$ cat src/rtl/rpn_controle.sv
// rtl/rpn_controle.sv - operand entry, execute and write-back sequencer for the 2-level RPN stack
// Button edges become single-cycle push strobes; EXEC writes the ALU result back into the stack top.
module rpn_controle #(
   parameter int W = 8
) (
   input  logic         clk,
   input  logic         rst,
   input  logic         btn_enter,
   input  logic         btn_op,
   input  logic [W-1:0] chaves,
   input  logic [2:0]   op_sel,
   input  logic [W-1:0] alu_res,
   output logic [W-1:0] dado_pilha,
   output logic         habilitaA,
   output logic         habilitaB,
   output logic [2:0]   op_ula,
   output logic [1:0]   estado,
   output logic [W-1:0] resultado,
   output logic         resultado_valido,
   output logic         erro
);

   typedef enum logic [1:0] {
      VAZIO = 2'b00,
      UM    = 2'b01,
      DOIS  = 2'b10,
      EXEC  = 2'b11
   } state_t;

   state_t         state_q;
   logic           enter_q;
   logic           op_q;
   logic [2:0]     op_ula_q;
   logic [W-1:0]   resultado_q;
   logic           valido_q;
   logic           erro_q;

   logic           ent;
   logic           opr;

   assign ent = btn_enter & ~enter_q;
   assign opr = btn_op & ~op_q;

   // Strobes are decoded from the current state so the stack captures in the same cycle as the press.
   assign habilitaA  = rst & (((state_q == VAZIO) & ent & ~opr) | (state_q == EXEC));
   assign habilitaB  = rst & (state_q == UM) & ent & ~opr;
   assign dado_pilha = (state_q == EXEC) ? alu_res : chaves;

   assign op_ula           = op_ula_q;
   assign estado           = state_q;
   assign resultado        = resultado_q;
   assign resultado_valido = valido_q;
   assign erro             = erro_q;

   always_ff @(posedge clk) begin
      // Button history tracks through reset so a press held across release yields no edge.
      enter_q <= btn_enter;
      op_q    <= btn_op;
      if (!rst) begin
         state_q     <= VAZIO;
         op_ula_q    <= 3'b000;
         resultado_q <= '0;
         valido_q    <= 1'b0;
         erro_q      <= 1'b0;
      end else begin
         valido_q <= 1'b0;
         erro_q   <= 1'b0;
         case (state_q)
            VAZIO: begin
               if (opr)      erro_q  <= 1'b1;
               else if (ent) state_q <= UM;
            end
            UM: begin
               if (opr)      erro_q  <= 1'b1;
               else if (ent) state_q <= DOIS;
            end
            DOIS: begin
               if (ent) begin
                  erro_q <= 1'b1;
               end else if (opr) begin
                  op_ula_q <= op_sel;
                  state_q  <= EXEC;
               end
            end
            EXEC: begin
               resultado_q <= alu_res;
               valido_q    <= 1'b1;
               state_q     <= UM;
            end
            default: state_q <= VAZIO;
         endcase
      end
   end

endmodule

$ cat config.mk
export PLATFORM = sky130hd
export DESIGN_NAME = rpn_controle
export DESIGN_NICKNAME = d
export VERILOG_FILES = /design/src/rtl/rpn_controle.sv
export SDC_FILE = /design/constraint.sdc
export NUM_CORES = 1
export LEC_CHECK = 0
export ABC_AREA = 0
export BUFFER_PORTS_ARGS = -buffer_cell sky130_fd_sc_hd__buf_2
export CORE_ASPECT_RATIO = 1.1
export CORE_MARGIN = 1
export CORE_UTILIZATION = 42
export CTS_CLUSTER_SIZE = 25
export DETAILED_ROUTE_END_ITERATION = 10
export GPL_ROUTABILITY_DRIVEN = 0
export MAX_ROUTING_LAYER = met4
export PLACE_DENSITY = 0.74
export SLEW_MARGIN = 25
export SYNTH_ARGS = -nofsm -noshare
export SYNTH_HDL_FRONTEND = slang
export SYNTH_SLANG_ARGS = --single-unit
export TNS_END_PERCENT = 5
$ cat constraint.sdc
create_clock -name clk -period 1.85 [get_ports clk]
set_clock_uncertainty 0.15 [all_clocks]
set_input_delay 0.185 -clock clk [delete_from_list [all_inputs] [get_ports clk]]
set_output_delay 0.185 -clock clk [all_outputs]
set_load 0.02 [all_outputs]
==> impl_metrics.py <==
metrics = {
    "sta": {
        "finalCritPeriodShare": 0.9765,
        "worst-slew-pin-transition_ps": 448.8,
        "rsz0062_at_grt": "yes",
        "setup_viol": 0,
        "fmax_ghz": 0.5535,
        "fin_ws_ps": 43.46,
        "finalCriticalPeriod_ps": 1807,
        "finalHoldViolCount": 0,
        "slew_headroom": 0.7005,
        "slew_violations": 0,
    },
    "grt": {
        "grtUsageTotal": 0.1678,
        "grt-ovfl-total": 0,
        "grt_max_degree": 28,
        "grt_pass1_wl_um": 2732,
        "first_global_vias": 711,
        "antenna_found_initial": 0,
    },
    "finish": {
        "fillers": 162,
        "ff_latch_area_um2": 342.8,
        "fin_nets": 178,
        "antennaDiodeCount": 0,
        "multiInputGateArea_um2": 419.2,
        "drive_above_1_share": 0.4000,
        "final_cell_area_um2": 1142,
        "area_growth_pct": 38.75,
    },
    "power": {
        "p_int_uw": 682.0,
        "vdd_drop_max_mv": 0.6282,
        "comb_power_share": 0.417,
        "p_sw_frac": 0.3757,
        "pwr-share-seq": 0.409,
        "p_leak_uw": 0.0006074,
        "switching_power_uw": 410.4,
        "total_power_uw": 1092,
        "clkPwrFrac": 0.174,
        "power_density_nw_per_um2": 956.2,
    },
    "drt": {
        "routed_wl_um": 1740,
        "drc": 0,
        "dr.pass1.iters": 5,
        "viasPerCell": 4.792,
        "wl_per_cell_um": 10.36,
        "vias": 805,
        "drtIter0Drc": 11,
        "ant_nets": 0,
    },
    "floorplanning": {
        "dieHeight_um": 48.44,
        "die_w_um": 44.22,
        "rows": 16,
        "boundaryPins": 48,
        "coreArea_um2": 1802,
        "dieArea_um2": 2142,
        "start_util": 0.4569,
    },
    "worst_setup_path": {
        "required_ps": 1510,
        "crit_path_end_kind": "output pin",
        "cp.arrival_ps": 1470,
        "ff2ff_setup_slack_ps": 370,
        "start_kind": "primary input",
        "worst-setup-path-type": "in2out",
        "critPathMaxFanout": 3,
    },
    "synthesis": {
        "synth_edf_count": 0,
        "ys_ff_latch": 17,
        "synth_top_area_cell": "dfxtp_1",
        "yosys_warnings": 0,
        "synth.avg_cell_area_um2": 8.401,
        "synth_top_flop_cell": "dfxtp_1",
        "synth-async-reset-ratio": 0,
        "ys_top_cells_by_area": "dfxtp_1 41%, a21oi_1 7.3%, nand2b_1 6.8%, ha_1 6.1%, inv_1 5.5%",
        "yosysUniqueCellTypes": 21,
        "synth_most_common_cell": "dfxtp_1",
        "postSynthCellCount": 98,
        "synthesis.area_um2": 823.3,
        "synth_nets": 125,
        "yosys.area.top_type_share": 0.4134,
        "ys_seq_area_frac": 0.4134,
        "synthTopCellsByCount": "17 x dfxtp_1, 12 x a21oi_1, 12 x inv_1",
    },
    "placement": {
        "dp_hpwl_um": 1315,
        "post-place-ws_ps": 339.3,
        "dpl_cell_area_um2": 1070,
        "port_buffers": 47,
    },
    "status": {
        "status": "complete, no violations",
    },
    "clocking": {
        "clockBufferDepth": 2,
        "clock_latency_ps": 280,
        "cts_buffers": 3,
        "cts_tree": "yes",
        "htree_levels": 1,
        "clock_tree.root_cell": "clkbuf_4",
        "cts.sinks": 17,
        "postCtsSetupBuffers": 0,
        "clkSlewWorstSetupHoldPaths_ps": 90,
    },
    "job": {
        "cap_violations": 0,
    },
    "min_path": {
        "hold_class": "in2reg",
    },
}
==> cells in the final DEF, fill, tap and decap left out, types with 2 or more instances in the layout <==
master	instances
nand2b_1	9
inv_1	12
nand2_1	11
clkbuf_4	3
a21oi_1	12
nor2_1	7
o21ai_0	8
buf_2	47
dfxtp_2	2
ha_1	4
mux2i_1	4
dfxtp_1	15
dlygate4sd3_1	4
==> logic make-up after synthesis <==
family | share of synthesized area
simple gates | 0.2477
compound gates | 0.1520
flops | 0.4134
buf+inv | 0.07749
mux | 0.04863
fa+ha+maj | 0.06079
==> area by class of cell <==
cell class,instances,area share
timing repair buffer,52,0.2508
multi-input combinational,65,0.3669
clock buffer,4,0.02300
tap,18,0.01972
inverter,12,0.03943
sequential,17,0.3001
==> stage by stage <==
stage          setup TNS, ps  cells  hold WS, ps    util
2_1_floorplan              0     98        62.72       -
3_3_place_gp               0    160        165.8  0.5938
3_5_place_dp               0    160        170.9  0.5938
4_1_cts                    0    167        2.097  0.6250
5_1_grt               -6.184    168        7.000  0.6340
6_report                   0    168        9.946  0.6340
==> repair_timing <==
action,in CTS,in global routing
endpoints found under the hold margin,3,1
endpoints found under the setup margin,0,9
gates resized for setup,0,3
hold buffers,3,1
==> layer usage <==
layer / global-route usage / vias up / wire [µm]
met5: - / - / 0
met4: 0.05051 / 0 / 6
met3: 0.04104 / 2 / 101
met2: 0.2990 / 30 / 856
met1: 0.1765 / 352 / 776
li1: - / 421 / -
==> critical path, cell delays in order <==
cell,delay (ps)
dlygate4sd3_1,520
buf_2,120
nor2b_4,200
nor2_1,90
a21oi_1,150
nor2_1,50
buf_2,170
==> power groups by stage <==
| stage | clock network [µW] | registers, µW | logic [µW] |
|---|---|---|---|
| after floorplan | 0 | 496 | 273 |
| after global placement | 0 | 447 | 442 |
| after detailed placement | 0 | 451 | 451 |
| after CTS | 196 | 443 | 456 |
| after global routing | 218 | 454 | 499 |
| final | 190 | 447 | 456 |
==> state kept, by name, indices dropped and copies added, names as in the netlist <==
signal	cells
enter_q	1
resultado_valido	1
estado	2
erro	1
resultado	8
op_q	1
op_ula	3
==> worst paths after layout <==
| check | from | to | cells after the start |
|---|---|---|---|
| setup / recovery | btn_op | habilitaA | 7 |
| hold / removal | alu_res[6] | resultado[6] | 3 |
| setup reg to reg | estado[0] | estado[0] | 5 |
| hold reg to reg | resultado[4] | resultado[4] | 2 |
No activity file was read; power rests on OpenSTA's default activity.
